## src/rtl/pipe_skid_stage_if.sv

```systemverilog
`default_nettype none
// ============================================================================
// Module   : pipe_skid_stage_if
// Brief    : Handshake/payload bundle for one pipe_skid_stage boundary.
// Revision : 1.0 - initial release
// ============================================================================
interface pipe_skid_stage_if #(
    parameter int WIDTH = 32,
    parameter int CNT_W = 8
);
    logic             flush_i;
    logic             in_valid_i;
    logic             in_ready_o;
    logic [WIDTH-1:0] in_data_i;
    logic             out_valid_o;
    logic             out_ready_i;
    logic [WIDTH-1:0] out_data_o;
    logic [1:0]       count_o;
    logic [CNT_W-1:0] stall_cnt_o;

    // The stage itself.
    modport slave (
        input  flush_i, in_valid_i, in_data_i, out_ready_i,
        output in_ready_o, out_valid_o, out_data_o, count_o, stall_cnt_o
    );

    // The surrounding pipeline (upstream producer plus downstream consumer).
    modport master (
        output flush_i, in_valid_i, in_data_i, out_ready_i,
        input  in_ready_o, out_valid_o, out_data_o, count_o, stall_cnt_o
    );
endinterface
`default_nettype wire

```

## src/rtl/pipe_skid_stage.sv

```systemverilog
`default_nettype none
// ============================================================================
// Module   : pipe_skid_stage
// Brief    : Stage register with valid/ready, 2-entry skid, flush, stall count.
// Revision : 1.0 - initial release
// ============================================================================
module pipe_skid_stage #(
    parameter int WIDTH         = 32,
    parameter int CNT_W         = 8,
    parameter int ZERO_ON_FLUSH = 1
) (
    input  logic                clk,
    input  logic                rst,
    pipe_skid_stage_if.slave    bus
);
    // State encoding doubles as the occupancy count.
    localparam logic [1:0] ST_EMPTY = 2'd0;
    localparam logic [1:0] ST_BUSY  = 2'd1;
    localparam logic [1:0] ST_FULL  = 2'd2;

    logic [1:0]       r_state;
    logic [WIDTH-1:0] r_main_data;
    logic [WIDTH-1:0] r_skid_data;
    logic [CNT_W-1:0] r_stall_cnt;

    logic       w_in_ready;
    logic       w_out_valid;
    logic       w_push;
    logic       w_pop;
    logic [1:0] w_state_nxt;
    logic       w_main_from_in;
    logic       w_main_from_skid;
    logic       w_skid_from_in;

    assign w_in_ready  = (r_state != ST_FULL);
    assign w_out_valid = (r_state == ST_BUSY) || (r_state == ST_FULL);
    assign w_push      = bus.in_valid_i && w_in_ready;
    assign w_pop       = w_out_valid && bus.out_ready_i;

    always_comb begin
        w_state_nxt      = r_state;
        w_main_from_in   = 1'b0;
        w_main_from_skid = 1'b0;
        w_skid_from_in   = 1'b0;
        case (r_state)
            ST_EMPTY: begin
                if (w_push) begin
                    w_state_nxt    = ST_BUSY;
                    w_main_from_in = 1'b1;
                end
            end
            ST_BUSY: begin
                if (w_push && w_pop) begin
                    w_main_from_in = 1'b1;
                end else if (w_push) begin
                    w_state_nxt    = ST_FULL;
                    w_skid_from_in = 1'b1;
                end else if (w_pop) begin
                    w_state_nxt    = ST_EMPTY;
                end
            end
            ST_FULL: begin
                if (w_pop) begin
                    w_state_nxt      = ST_BUSY;
                    w_main_from_skid = 1'b1;
                end
            end
            default: w_state_nxt = ST_EMPTY;
        endcase
    end

    always_ff @(posedge clk or posedge rst) begin
        if (rst) begin
            r_state     <= ST_EMPTY;
            r_main_data <= '0;
            r_skid_data <= '0;
        end else if (bus.flush_i) begin
            r_state <= ST_EMPTY;
            if (ZERO_ON_FLUSH != 0) begin
                r_main_data <= '0;
                r_skid_data <= '0;
            end
        end else begin
            r_state <= w_state_nxt;
            if (w_main_from_in) begin
                r_main_data <= bus.in_data_i;
            end else if (w_main_from_skid) begin
                r_main_data <= r_skid_data;
            end
            if (w_skid_from_in) begin
                r_skid_data <= bus.in_data_i;
            end
        end
    end

    always_ff @(posedge clk or posedge rst) begin
        if (rst) begin
            r_stall_cnt <= '0;
        end else if (bus.flush_i || w_pop) begin
            r_stall_cnt <= '0;
        end else if (w_out_valid && !bus.out_ready_i && (r_stall_cnt != {CNT_W{1'b1}})) begin
            r_stall_cnt <= r_stall_cnt + 1'b1;
        end
    end

    assign bus.in_ready_o  = w_in_ready;
    assign bus.out_valid_o = w_out_valid;
    assign bus.out_data_o  = r_main_data;
    assign bus.count_o     = r_state;
    assign bus.stall_cnt_o = r_stall_cnt;
endmodule
`default_nettype wire

```

## src/flat_wrapper.sv

```systemverilog
// flat-port wrapper written by rule: the top's interface ports become plain ports
module pipe_skid_stage_flat 
#(
    parameter int WIDTH         = 32,
    parameter int CNT_W         = 8,
    parameter int ZERO_ON_FLUSH = 1
)
  (clk, rst, bus_flush_i, bus_in_valid_i, bus_in_data_i, bus_out_ready_i, bus_in_ready_o, bus_out_valid_o, bus_out_data_o, bus_count_o, bus_stall_cnt_o);
  pipe_skid_stage_if #(.WIDTH(WIDTH), .CNT_W(CNT_W)) bus_i ();
  input  logic clk;
  input  logic rst;
  input wire logic [$bits(bus_i.flush_i)-1:0] bus_flush_i;
  input wire logic [$bits(bus_i.in_valid_i)-1:0] bus_in_valid_i;
  input wire logic [$bits(bus_i.in_data_i)-1:0] bus_in_data_i;
  input wire logic [$bits(bus_i.out_ready_i)-1:0] bus_out_ready_i;
  output wire logic [$bits(bus_i.in_ready_o)-1:0] bus_in_ready_o;
  output wire logic [$bits(bus_i.out_valid_o)-1:0] bus_out_valid_o;
  output wire logic [$bits(bus_i.out_data_o)-1:0] bus_out_data_o;
  output wire logic [$bits(bus_i.count_o)-1:0] bus_count_o;
  output wire logic [$bits(bus_i.stall_cnt_o)-1:0] bus_stall_cnt_o;
  assign bus_i.flush_i = bus_flush_i;
  assign bus_i.in_valid_i = bus_in_valid_i;
  assign bus_i.in_data_i = bus_in_data_i;
  assign bus_i.out_ready_i = bus_out_ready_i;
  assign bus_in_ready_o = bus_i.in_ready_o;
  assign bus_out_valid_o = bus_i.out_valid_o;
  assign bus_out_data_o = bus_i.out_data_o;
  assign bus_count_o = bus_i.count_o;
  assign bus_stall_cnt_o = bus_i.stall_cnt_o;
  pipe_skid_stage #(.WIDTH(WIDTH), .CNT_W(CNT_W), .ZERO_ON_FLUSH(ZERO_ON_FLUSH)) u_core (.clk(clk), .rst(rst), .bus(bus_i));
endmodule
```

## config.mk

```make
export PLATFORM = sky130hd
export DESIGN_NAME = pipe_skid_stage_flat
export DESIGN_NICKNAME = d
export VERILOG_FILES = /design/src/rtl/pipe_skid_stage_if.sv /design/src/rtl/pipe_skid_stage.sv /design/src/flat_wrapper.sv
export SDC_FILE = /design/constraint.sdc
export NUM_CORES = 1
export LEC_CHECK = 0
export ABC_AREA = 0
export BUFFER_PORTS_ARGS = -buffer_cell sky130_fd_sc_hd__buf_4
export CAP_MARGIN = 5
export CORE_UTILIZATION = 57
export DETAILED_ROUTE_END_ITERATION = 8
export PLACE_DENSITY = 0.95
export SYNTH_ARGS = -nofsm -noshare
export SYNTH_HDL_FRONTEND = slang
export SYNTH_SLANG_ARGS = --single-unit
export TNS_END_PERCENT = 1
```

## constraint.sdc

```tcl
create_clock -name clk -period 4.2 [get_ports clk]
set_clock_uncertainty 0.1 [all_clocks]
set_input_delay 0.42 -clock clk [delete_from_list [all_inputs] [get_ports clk]]
set_output_delay 0.42 -clock clk [all_outputs]
set_load 0.1 [all_outputs]
```

==> results.ini, run 1 <==
[outcome]
status=finished clean

[power]
p_switching_mw=1.12
power_frac_comb=0.435
vdd_drop_max_uv=437
pwr-share-seq=0.347
p_clk_frac=0.217
p_total_mw=2.51
internal-power_mw=1.38
switching_share=0.448
leakage_nw=2.01
power_density_mw_per_mm2=611

[drt]
firstDrtPassIters=4
wl_per_cell_um=18.4
vias_per_cell=6.02
drtIter0Drc=168
wl_um=7430
vias=2437
ant_nets=0
drc=0

[synth]
synth_nets=289
ys_seq_area_frac=0.571
ys_ff_latch=74
yosysWarnings=0
synth_cell_types=34
syn_area_per_cell_um2=13.1
synth_edf_count=0
synth-async-reset-ratio=1.00
netlist_instances=247
syn_area_mm2=0.00324
synth.most_common_cell=dfrtp_1
synth_top_area_share=0.571
synth_flop_cell=dfrtp_1
synth_top_area_cell=dfrtp_1
synthTopCellsByCount=74 x dfrtp_1, 33 x mux2i_1, 32 x a22o_1, 32 x o2bb2ai_1, 9 x buf_2
synthTopCellsByArea=dfrtp_1 57%, mux2i_1 10%, a22o_1 8.6%

[worst_setup_path]
cp.arrival_ps=2910
crit_type=reg -> reg
crit_path_frequent_cell=buf_4
path_buf_inv=3
reg2reg_depth=8
endpoint_kind=flip-flop
crit_path_top_delay_cell=nor2_4
r2r-end=u_core.bus.out_data_o[17]
reg2reg_slack_ps=1390
critical_path.max_fanout=20
reg2reg_from=u_core.bus.count_o[0]
cp_top_family=buffers and inverters
max_stage_delay_ps=510
cp-start-kind=flip-flop
worstPathRequired_ps=4300
path_cells=inv_1, ha_1, a31oi_2, nor2_4, buf_4, nor3_4, buf_4, o2bb2ai_1

[floorplan]
rows=27
ios=81
initial_core_util=0.589
die_x_um=77.4
die_h_um=77.4
coreArea_mm2=0.00551
dieArea_mm2=0.00599

[cells_and_area]
drive_above_1_share=0.324
num-nets-final=370
post-route-cell-area_mm2=0.00410
stdcell_count=405
nFillCells=386
area_growth_pct=26.6
fin_util=0.745
num_antenna_cells=0

[clock_tree]
htree_levels=3
clkSinkCount=74
root_buffer=clkbuf_8
ctsResizeCount=0
clk-insertion-delay-late_ps=340
post-cts-setup-buffers=0
cts_buffers=9
postCtsHoldBufs=0
clk_path_buf_depth=2
clk_pin_slew_ps=80
cts_tree=yes

[hold_path]
hold_class=in -> reg
min_to=u_core.r_skid_data[16]
hp-start=bus_in_data_i[16]
min_path_cells=2

[grt]
busiest_layer=met2
gr-usage-met2=0.442
antenna_found_initial=0
grt_pass1_wl_um=12600
grt_overflow=0
groute.usage.overall=0.276
grt_max_degree=52
globalRouteMet1Util=0.373
use_met3=0.0447
grt_pass1_vias=2515

[place]
dpl.hpwl_um=5110
placed_area_mm2=0.00391
gp_congestion=0.850
place_worst_setup_slack_ps=1400
dp.cells=389
port_buffers=80

[timing]
setup_ws_ps=1390
setup_tns_ps=0
fin_crit_sh=0.670
rsz0062_at_grt=no
relSlewSlack=0.313
tightest_slew_ps=1030
finalMaxSlewViolations=0
period_needed_ps=2810
finalHoldViolations=0
hold_ws_ps=204
fmax_ghz=0.355
setup_viol_count_final=0

[job]
drv_cap=0

## power groups by stage
stage               combinational (mW)  sequential (mW)  clock (mW)
detailed placement                1.09            0.882           0
global placement                  1.06            0.877           0
CTS                               1.10            0.870       0.552
finish                            1.09            0.871       0.545
floorplan                        0.453             1.28           0
global route                      1.15            0.881       0.585
## worst max-delay path by stage
stage | slack (ps) | from | end | depth (start not counted)
detailed placement | 1400 | u_core.bus.count_o[0] | u_core.bus.out_data_o[17] | 8
finish | 1390 | u_core.bus.count_o[0] | u_core.bus.out_data_o[17] | 8
global placement | 1560 | u_core.bus.count_o[0] | u_core.bus.out_data_o[16] | 8
floorplan | 960 | u_core.bus.count_o[0] | u_core.bus.out_data_o[0] | 7
global route | 1230 | u_core.bus.count_o[1] | u_core.bus.out_data_o[17] | 8
CTS | 1390 | u_core.bus.count_o[0] | u_core.bus.out_data_o[17] | 8
## layout make-up
class,count,area [um^2],area share
flip-flops and latches,74,1850,0.451
well taps,72,90.1,0.0220
multi-input cells,153,1310,0.319
clock inverters,5,53.8,0.0131
clock buffers,11,141,0.0345
repair buffers,85,638,0.156
inverters,5,18.8,0.00458
## cell usage in the layout (no fill, tap or decap), types with 2 or more instances in the layout
cell	instances
buf_4	85
dfrtp_1	74
mux2i_1	33
a22o_1	32
o2bb2ai_1	32
clkbuf_8	10
nor2_1	7
nand2_1	5
xor2_1	5
ha_1	5
nand4_1	3
o211ai_1	3
inv_1	3
clkinv_2	3
nor2b_1	2
inv_2	2
nand3_1	2
o21ai_1	2
and3_1	2
and4b_1	2
a21oi_1	2
## per-layer routing
layer	up-vias	wire, um
met2	98	3620
met5	-	0
met4	0	144
li1	1105	-
met3	16	365
met1	1218	3300
## registers in the layout, summed over array words and instances, names as in the netlist
name,cells
u_core.bus.out_data_o,32
u_core.r_skid_data,32
u_core.bus.stall_cnt_o,8
u_core.bus.count_o,2
## logic make-up (layout without fill, tap and decap cells)
kind of cell	after synthesis	in the layout	synth area share
adders and majority gates	5	5	0.0193
buffers and inverters	20	106	0.0336
AOI/OAI and AO/OA	78	78	0.203
DFF	74	74	0.571
xor gates and xnor gates	5	5	0.0135
muxes	33	33	0.102
and+or+nand+nor	32	32	0.0568
## worst register-to-register path: cells and delay by family, from the launching register on
| family | cells | cell delay [ps] |
|---|---|---|
| buf+inv | 3 | 800 |
| simple gates | 2 | 670 |
| flops | 1 | 410 |
| fa+ha+maj | 1 | 410 |
| compound gates | 2 | 300 |
(Power assumes the default switching activity.)
==> run 2, diff against run 1 <==
Settings changed: CORE_UTILIZATION 57 to 53, PLACE_DENSITY 0.95 to 0.9.
Clock period 4.2 ns to 2.81 ns, I/O delays scaled along.
==> run 2 against run 1 <==
Maximum frequency is 25% higher; sequential power is 49% higher; first-iteration DRC count is 25% lower; highest routed layer unchanged.
==> results.ini, run 2 (synthesis gave the netlist of run 1 again) <==
[clock_tree]
clkSinkCount=74
ctsResizeCount=0
clk_pin_slew_ps=80
cts_tree=yes
htree_levels=3
cts_buffers=9
root_buffer=clkbuf_8
clk-insertion-delay-late_ps=340
clk_path_buf_depth=2

[floorplan]
ios=81
die_h_um=80.2
rows=28
coreArea_mm2=0.00592
die_x_um=80.2
dieArea_mm2=0.00643
initial_core_util=0.547

[cells_and_area]
final_cell_mix=85 x buf_4, 72 x dfrtp_1, 33 x mux2i_1
num_antenna_cells=0
num-nets-final=373
stdcell_count=411
layout.area.seq_mm2=0.00185
area_growth_pct=29.1
drive_above_1_share=0.336
multi_input_area_mm2=0.00131
nFillCells=430
layout_commonest_cell=buf_4

[drt]
firstDrtPassIters=4
wl_per_cell_um=18.1
drtIter0Drc=126
drc=0
wl_um=7440
vias=2407
vias_per_cell=5.86
ant_nets=0

[timing]
finalMaxSlewViolations=0
rsz0062_at_grt=no
finalHoldViolations=0
tightest_slew_ps=908
setup_ws_ps=565
fin_crit_sh=0.799
setup_tns_ps=0
period_needed_ps=2240
relSlewSlack=0.395
setup_viol_count_final=0
fmax_ghz=0.445

[grt]
groute.usage.overall=0.252
antenna_found_initial=0
grt_max_degree=43
grt_pass1_vias=2430
grt_overflow=0
grt_pass1_wl_um=12000

[power]
power_density_mw_per_mm2=924
pwr-share-seq=0.337
p_switching_mw=1.68
p_clk_frac=0.236
vdd_drop_max_uv=513
switching_share=0.436
leakage_nw=2.04
internal-power_mw=2.18
power_frac_comb=0.427

[worst_setup_path]
cp.arrival_ps=2420
worstPathRequired_ps=2990
critical_path.max_fanout=16
cp-start-kind=flip-flop
crit_type=reg -> reg
endpoint_kind=flip-flop

[job]
drv_cap=0

[place]
dp.cells=394
gp_congestion=0.900
place_worst_setup_slack_ps=577
dpl.hpwl_um=4940
port_buffers=80

[outcome]
status=finished clean

[hold_path]
hold_class=in -> reg

[run 2: cell types whose count changed in the layout (fill, tap and decap cells not counted), sizes merged]
cell,delta
clkinvlp,+1
buf,+2
dlygate4sd3,+1
bufinv,+1
clkinv,-2
[run 2: power by group through the flow]
stage                     sequential [mW]  clock (mW)  combinational, mW
after floorplan                      1.91           0              0.683
after global placement               1.31           0               1.62
after detailed placement             1.32           0               1.65
after CTS                            1.30       0.929               1.66
after global routing                 1.32       0.973               1.74
final                                1.30       0.914               1.65
[run 2: critical path, cell delays in order (launching register included)]
cell     delay, ps
dfrtp_2        440
inv_1          110
ha_2           320
nand2_1        160
nand2_1        230
nor2_2         370
buf_4          300
a22o_1         160
[run 2: layout make-up]
class,count,area share
clock buffers,11,0.0338
clock inverters,5,0.0185
inverters,5,0.00449
multi-input cells,153,0.313
flip-flops and latches,74,0.443
well taps,75,0.0224
repair buffers,88,0.164
[run 2: worst paths after layout]
| kind | start | end | slack, ps | depth (start not counted) |
|---|---|---|---|---|
| setup / recovery | u_core.bus.count_o[0] | u_core.r_skid_data[22] | 570 | 7 |
| hold / removal | bus_in_data_i[17] | u_core.r_skid_data[17] | 60 | 2 |
| setup reg to reg | u_core.bus.count_o[0] | u_core.r_skid_data[22] | 570 | 7 |
| hold reg to reg | u_core.bus.out_data_o[3] | u_core.bus.out_data_o[3] | 390 | 1 |
| max in group asynchronous | rst | u_core.bus.out_data_o[2] | 1440 | 4 |
| min in group asynchronous | rst | u_core.r_skid_data[21] | 500 | 3 |
[run 2: stage by stage]
step	cell area (um^2)	total power, mW	utilization	hold WS, ps
after detailed placement	3960	2.97	0.668	337
after global routing	4180	4.03	0.707	51.8
after CTS	4180	3.89	0.707	41.8
after floorplan	3250	2.60	-	275
after global placement	3960	2.93	0.668	328
final	4180	3.87	0.707	57.3
[run 2: repair_timing]
| action | 4_1_cts | 5_1_grt |
|---|---|---|
| endpoints found under the setup margin | 0 | 0 |
| hold buffers | 1 | 0 |
| setup buffers | 0 | 0 |
| hold endpoints to repair | 32 | 0 |
[run 2: metal layers]
layer / up-vias / global-route usage / share of wire
met1: 1180 / 0.338 / 0.43
met5: - / 0 / 0
met3: 7 / 0.0636 / 0.068
met4: 0 / 0.0839 / 0.013
li1: 1112 / - / -
met2: 108 / 0.401 / 0.49
